### src/rtl/clk_align_seq_pkg.sv
// Shared types, widths and parameter defaults for the ECP3 DDR clock-alignment sequencer.
package clk_align_seq_pkg;

    localparam int unsigned CNT_W     = 8;
    localparam int unsigned TRIES_W   = 4;
    localparam int unsigned TRIES_SAT = 15;

    localparam int unsigned DEF_STOP_CYCLES   = 8;
    localparam int unsigned DEF_RESET_CYCLES  = 4;
    localparam int unsigned DEF_SETTLE_CYCLES = 16;
    localparam int unsigned DEF_MAX_TRIES     = 8;

    typedef enum logic [2:0] {
        ST_IDLE      = 3'd0,
        ST_WAIT_LOCK = 3'd1,
        ST_STOP      = 3'd2,
        ST_RST       = 3'd3,
        ST_SETTLE    = 3'd4,
        ST_CHECK     = 3'd5,
        ST_DONE      = 3'd6,
        ST_FAIL      = 3'd7
    } state_t;

    // Attempt counter increment that sticks at its maximum instead of wrapping.
    function automatic logic [TRIES_W-1:0] tries_inc(input logic [TRIES_W-1:0] t);
        return (t == TRIES_W'(TRIES_SAT)) ? t : t + TRIES_W'(1);
    endfunction

endpackage

### src/rtl/clk_align_seq_if.sv
// Control/status bundle between the alignment sequencer and its environment.
interface clk_align_seq_if;
    import clk_align_seq_pkg::*;

    logic               lock;
    logic               start;
    logic               align_ok;
    logic               pll_stop;
    logic               reset_datapath;
    logic               done;
    logic               fail;
    logic [TRIES_W-1:0] tries;

    modport master (
        output lock, start, align_ok,
        input  pll_stop, reset_datapath, done, fail, tries
    );

    modport slave (
        input  lock, start, align_ok,
        output pll_stop, reset_datapath, done, fail, tries
    );
endinterface

### src/rtl/sync2ff.sv
// Two-flop synchroniser for a single asynchronous level, cleared by async reset.
module sync2ff (
    input  logic clk,
    input  logic rst,
    input  logic d,
    output logic q
);
    logic meta;

    always_ff @(posedge clk or posedge rst) begin
        if (rst) begin
            meta <= 1'b0;
            q    <= 1'b0;
        end else begin
            meta <= d;
            q    <= meta;
        end
    end
endmodule

### src/rtl/clk_align_seq.sv
// Clock-alignment sequencer: repeatedly stops the PLL, resets the datapath and checks
// alignment until it succeeds or the attempt budget runs out.
module clk_align_seq
    import clk_align_seq_pkg::*;
#(
    parameter int unsigned STOP_CYCLES   = DEF_STOP_CYCLES,
    parameter int unsigned RESET_CYCLES  = DEF_RESET_CYCLES,
    parameter int unsigned SETTLE_CYCLES = DEF_SETTLE_CYCLES,
    parameter int unsigned MAX_TRIES     = DEF_MAX_TRIES
) (
    input  logic           eclk,
    input  logic           reset,
    clk_align_seq_if.slave bus
);
    localparam logic [CNT_W-1:0]   STOP_LOAD   = CNT_W'(STOP_CYCLES - 1);
    localparam logic [CNT_W-1:0]   RESET_LOAD  = CNT_W'(RESET_CYCLES - 1);
    localparam logic [CNT_W-1:0]   SETTLE_LOAD = CNT_W'(SETTLE_CYCLES - 1);
    localparam logic [TRIES_W-1:0] TRIES_LIMIT = TRIES_W'(MAX_TRIES);

    state_t           state;
    logic [CNT_W-1:0] cnt;
    logic             lock_s;

    sync2ff u_lock_sync (
        .clk (eclk),
        .rst (reset),
        .d   (bus.lock),
        .q   (lock_s)
    );

    always_ff @(posedge eclk or posedge reset) begin
        if (reset) begin
            state              <= ST_IDLE;
            cnt                <= '0;
            bus.pll_stop       <= 1'b0;
            bus.reset_datapath <= 1'b1;
            bus.done           <= 1'b0;
            bus.fail           <= 1'b0;
            bus.tries          <= '0;
        end else begin
            case (state)
                ST_IDLE: begin
                    if (bus.start) begin
                        state     <= ST_WAIT_LOCK;
                        bus.tries <= '0;
                        bus.done  <= 1'b0;
                        bus.fail  <= 1'b0;
                    end
                end

                ST_WAIT_LOCK: begin
                    if (lock_s) begin
                        state              <= ST_STOP;
                        cnt                <= STOP_LOAD;
                        bus.tries          <= tries_inc(bus.tries);
                        bus.pll_stop       <= 1'b1;
                        bus.reset_datapath <= 1'b1;
                    end
                end

                ST_STOP: begin
                    if (!lock_s) begin
                        state              <= ST_WAIT_LOCK;
                        bus.pll_stop       <= 1'b0;
                        bus.reset_datapath <= 1'b1;
                    end else if (cnt == '0) begin
                        state        <= ST_RST;
                        cnt          <= RESET_LOAD;
                        bus.pll_stop <= 1'b0;
                    end else begin
                        cnt <= cnt - CNT_W'(1);
                    end
                end

                ST_RST: begin
                    if (!lock_s) begin
                        state              <= ST_WAIT_LOCK;
                        bus.pll_stop       <= 1'b0;
                        bus.reset_datapath <= 1'b1;
                    end else if (cnt == '0) begin
                        state              <= ST_SETTLE;
                        cnt                <= SETTLE_LOAD;
                        bus.reset_datapath <= 1'b0;
                    end else begin
                        cnt <= cnt - CNT_W'(1);
                    end
                end

                ST_SETTLE: begin
                    if (!lock_s) begin
                        state              <= ST_WAIT_LOCK;
                        bus.pll_stop       <= 1'b0;
                        bus.reset_datapath <= 1'b1;
                    end else if (cnt == '0) begin
                        state <= ST_CHECK;
                    end else begin
                        cnt <= cnt - CNT_W'(1);
                    end
                end

                // >= rather than == so lock-loss retries past the budget still end in failure.
                ST_CHECK: begin
                    if (!lock_s) begin
                        state              <= ST_WAIT_LOCK;
                        bus.pll_stop       <= 1'b0;
                        bus.reset_datapath <= 1'b1;
                    end else if (bus.align_ok) begin
                        state    <= ST_DONE;
                        bus.done <= 1'b1;
                    end else if (bus.tries >= TRIES_LIMIT) begin
                        state              <= ST_FAIL;
                        bus.fail           <= 1'b1;
                        bus.reset_datapath <= 1'b1;
                    end else begin
                        state              <= ST_STOP;
                        cnt                <= STOP_LOAD;
                        bus.tries          <= tries_inc(bus.tries);
                        bus.pll_stop       <= 1'b1;
                        bus.reset_datapath <= 1'b1;
                    end
                end

                ST_DONE: begin
                    if (bus.start) begin
                        state              <= ST_WAIT_LOCK;
                        bus.tries          <= '0;
                        bus.done           <= 1'b0;
                        bus.fail           <= 1'b0;
                        bus.reset_datapath <= 1'b1;
                    end else if (!lock_s) begin
                        state              <= ST_WAIT_LOCK;
                        bus.done           <= 1'b0;
                        bus.reset_datapath <= 1'b1;
                    end
                end

                ST_FAIL: begin
                    if (bus.start) begin
                        state              <= ST_WAIT_LOCK;
                        bus.tries          <= '0;
                        bus.done           <= 1'b0;
                        bus.fail           <= 1'b0;
                        bus.reset_datapath <= 1'b1;
                    end
                end

                default: state <= ST_IDLE;
            endcase
        end
    end
endmodule

### src/flat_wrapper.sv
// flat-port wrapper written by rule: the top's interface ports become plain ports
module clk_align_seq_flat import clk_align_seq_pkg::*;
#(
    parameter int unsigned STOP_CYCLES   = DEF_STOP_CYCLES,
    parameter int unsigned RESET_CYCLES  = DEF_RESET_CYCLES,
    parameter int unsigned SETTLE_CYCLES = DEF_SETTLE_CYCLES,
    parameter int unsigned MAX_TRIES     = DEF_MAX_TRIES
)
  (eclk, reset, bus_lock, bus_start, bus_align_ok, bus_pll_stop, bus_reset_datapath, bus_done, bus_fail, bus_tries);
  clk_align_seq_if bus_i ();
  input  logic eclk;
  input  logic reset;
  input wire logic [$bits(bus_i.lock)-1:0] bus_lock;
  input wire logic [$bits(bus_i.start)-1:0] bus_start;
  input wire logic [$bits(bus_i.align_ok)-1:0] bus_align_ok;
  output wire logic [$bits(bus_i.pll_stop)-1:0] bus_pll_stop;
  output wire logic [$bits(bus_i.reset_datapath)-1:0] bus_reset_datapath;
  output wire logic [$bits(bus_i.done)-1:0] bus_done;
  output wire logic [$bits(bus_i.fail)-1:0] bus_fail;
  output wire logic [$bits(bus_i.tries)-1:0] bus_tries;
  assign bus_i.lock = bus_lock;
  assign bus_i.start = bus_start;
  assign bus_i.align_ok = bus_align_ok;
  assign bus_pll_stop = bus_i.pll_stop;
  assign bus_reset_datapath = bus_i.reset_datapath;
  assign bus_done = bus_i.done;
  assign bus_fail = bus_i.fail;
  assign bus_tries = bus_i.tries;
  clk_align_seq #(.STOP_CYCLES(STOP_CYCLES), .RESET_CYCLES(RESET_CYCLES), .SETTLE_CYCLES(SETTLE_CYCLES), .MAX_TRIES(MAX_TRIES)) u_core (.eclk(eclk), .reset(reset), .bus(bus_i));
endmodule
### config.mk
export PLATFORM = sky130hd
export DESIGN_NAME = clk_align_seq_flat
export DESIGN_NICKNAME = d
export VERILOG_FILES = /design/src/rtl/clk_align_seq_pkg.sv /design/src/rtl/clk_align_seq_if.sv /design/src/rtl/sync2ff.sv /design/src/rtl/clk_align_seq.sv /design/src/flat_wrapper.sv
export SDC_FILE = /design/constraint.sdc
export NUM_CORES = 1
export LEC_CHECK = 0
export BUFFER_PORTS_ARGS = -buffer_cell sky130_fd_sc_hd__buf_4
export CAP_MARGIN = 20
export CORE_ASPECT_RATIO = 0.5
export CORE_MARGIN = 3
export CORE_UTILIZATION = 32
export DETAILED_ROUTE_END_ITERATION = 8
export GPL_TIMING_DRIVEN = 0
export PLACE_DENSITY_LB_ADDON = 0.08
export SKIP_CTS_REPAIR_TIMING = 1
export SLEW_MARGIN = 30
export SYNTH_ARGS = -nofsm -noshare
export SYNTH_HDL_FRONTEND = slang
export SYNTH_SLANG_ARGS = --single-unit
### constraint.sdc
create_clock -name eclk -period 3.7 [get_ports eclk]
set_input_delay 0.74 -clock eclk [delete_from_list [all_inputs] [get_ports eclk]]
set_output_delay 0.74 -clock eclk [all_outputs]
set_load 0.02 [all_outputs]
==> impl_results.md <==
- Most area-consuming cells after synthesis: dfrtp_1 (36%), o21ai_0 (4.7%), nand2_1 (4.3%)
- Drt initial violations: 43
- Share of layout cells above drive strength 1: 16.2%
- Post-Syn Area: 1390 µm²
- Fin nets: 182
- Die Width: 99.3 µm
- Die Ht: 52.7 µm
- Clock slew seen by the registers of the worst setup and hold paths: 90 ps
- Worst EP arrival: 2220 ps
- Lkg Pwr: 0.678 nW
- GP Congestion: 0.783
- Final Critical Period: 2060 ps
- Mean Syn Cell Area: 8.82 µm²
- Post-synth top cells: dfrtp_1 (20), nand2_1 (16), o21ai_0 (13)
- Initial antenna violation count: 0
- Final instance area: 1590 µm²
- Seq/Total Area, Yosys: 37.8%
- Post-synth EDFFs: 0
- Hold/Removal Path Class: reg2reg
- Synth top area share: 35.9%
- P&R area growth vs syn: 14.0%
- Cells after Synth: 158
- RSZ-0062 raised after global routing: false
- Outcome: finished clean
- Syn Nets: 166
- WL per Instance: 15.2 µm
- Skew final: 9.28 ps
- Startpoint Class: flop
- Flop-to-flop setup slack: 1640 ps
- H-tree levels: 1
- Via density: 5.48
- Core Rows: 16
- GRT Total Usage: 13.9%
- CP Max Fanout: 9
- Setup Crit Path Kind: reg2reg
- Core box area: 4040 µm²
- First-pass detailed-route iteration total: 4
- Main synth FF type: dfrtp_1
- Number of global-route vias before repair: 1167
- Filler instances: 443
- GR Overflow Total: 0
- Drt drc: 0
- Slew Limit Fails: 0
- Critical path capture point type: flop
- Cell area power density: 691 nW/µm²
- Post-synth top area cell: dfrtp_1
- Final period util: 55.6%
- CTS sink cnt: 21
- Via Count: 1243
- Reg2reg path depth: 6
- CTS tree: done
- Worst rel slew slack: 47.2%
- Total negative setup slack: 0 ps
- Largest net degree at the start of global routing: 22
- Slew @ Worst Pin: 787 ps
- Placed cell areas: 1540 µm²
- F_max: 0.486 GHz
- Ys async rst share: 100%
- PortBufs: 11
- Hold Fails Final Rpt: 0
- Hold depth: 0
- Post-Route WL: 3450 µm
- Die area: 5230 µm²
- Most common cell in the netlist: dfrtp_1
- Starting Density: 34.5%
- Maxcap violations: 0
- Final setup viols: 0
- First-pass GRT wire length: 5690 µm
- Final antenna diode count: 0
- Max clock buf depth: 2
- Clk Latency, worst-skew pair: 270 ps
- Yosys reg bits: 21
- TritonCTS Buffers: 3
- Hold WS: 356 ps
- Post-DRT Antenna Nets: 0
- CP required: 3860 ps
- Clock Tree Root: clkbuf_8
- DP Wirelength: 2510 µm
- Worst vdd ir: 162 µV
- Netlist cell types: 54
- IO Pins: 13
- Ys Warns: 0
[power breakdown]
group	switching (W)	internal, W
Sequential	0.0000632	0.000301
Combinational	0.000336	0.000241
Clock	0.0000798	0.0000768
[registers in the layout (all words and copies together) (netlist names)]
register and flops:
u_core.u_lock_sync.q 1, u_core.bus.pll_stop 1, u_core.bus.tries 4, u_core.u_lock_sync.meta 1
u_core.bus.done 1, u_core.cnt 8, u_core.bus.fail 1, u_core.bus.reset_datapath 1
u_core.state 3
[path summary, 6_finish.rpt]
path	startpoint	to
max	u_core.cnt[0]	u_core.state[0]
min	u_core.u_lock_sync.meta	u_core.u_lock_sync.q
max reg2reg	u_core.cnt[0]	u_core.state[0]
min reg2reg	u_core.u_lock_sync.meta	u_core.u_lock_sync.q
max in group asynchronous	reset	u_core.bus.fail
min in group asynchronous	reset	u_core.bus.tries[0]
[critical path, cell delays in order (launching register included)]
cell and delay [ps]:
dfrtp_1 390, inv_1 90, ha_1 220, nor4b_2 460
a221oi_4 190, a221oi_2 290, mux2_4 330
[cell usage in the layout (no fill, tap or decap), types with 3 or more instances in the layout]
cell / n
a21oi_1: 10
a31oi_1: 6
buf_2: 4
buf_4: 11
clkbuf_1: 7
clkbuf_8: 3
dfrtp_1: 20
ha_1: 3
inv_1: 7
nand2_1: 16
nand3_1: 3
nor2_1: 10
nor2b_1: 4
nor3_1: 5
o21ai_0: 13
[per-layer routing]
layer	up-vias	GRT usage, %	part of all wire, %
met4	0	1.36	0.20
li1	617	-	-
met2	18	22.7	44
met1	606	19.2	53
met3	2	3.59	3.3
met5	-	0	0
[per-stage QoR]
step	setup slack (ps)	instances	power, W	utilization, %
after floorplan	1790	158	0.000783	-
after global placement	1640	223	0.000941	38.2
after detailed placement	1610	223	0.000948	38.2
after CTS	1650	227	0.00111	39.3
after global routing	1450	227	0.00119	39.3
final	1640	227	0.00110	39.3
[cells by family after synthesis]
group                    Yosys count  synth area share, %
AO/OA/AOI/OAI                     56                 28.7
buffers and inverters             18                 5.21
XOR/XNOR                           2                 1.26
AND/OR/NAND/NOR                   55                 21.7
flip-flops                        21                 37.8
multiplexers                       3                 2.60
adder cells (fa/ha/maj)            3                 2.69
[cell type report]
| cell class | count | area (µm²) | share of cell area, % |
|---|---|---|---|
| Timing Repair Buffer | 11 | 82.6 | 5.20 |
| Multi-Input combinational cell | 119 | 795 | 50.0 |
| Tap cell | 54 | 67.6 | 4.25 |
| Inverter | 8 | 30.0 | 1.89 |
| Buffer | 10 | 42.5 | 2.68 |
| Clock buffer | 4 | 45.0 | 2.83 |
| Sequential cell | 21 | 527 | 33.1 |
No activity file was read; power rests on OpenSTA's default activity.
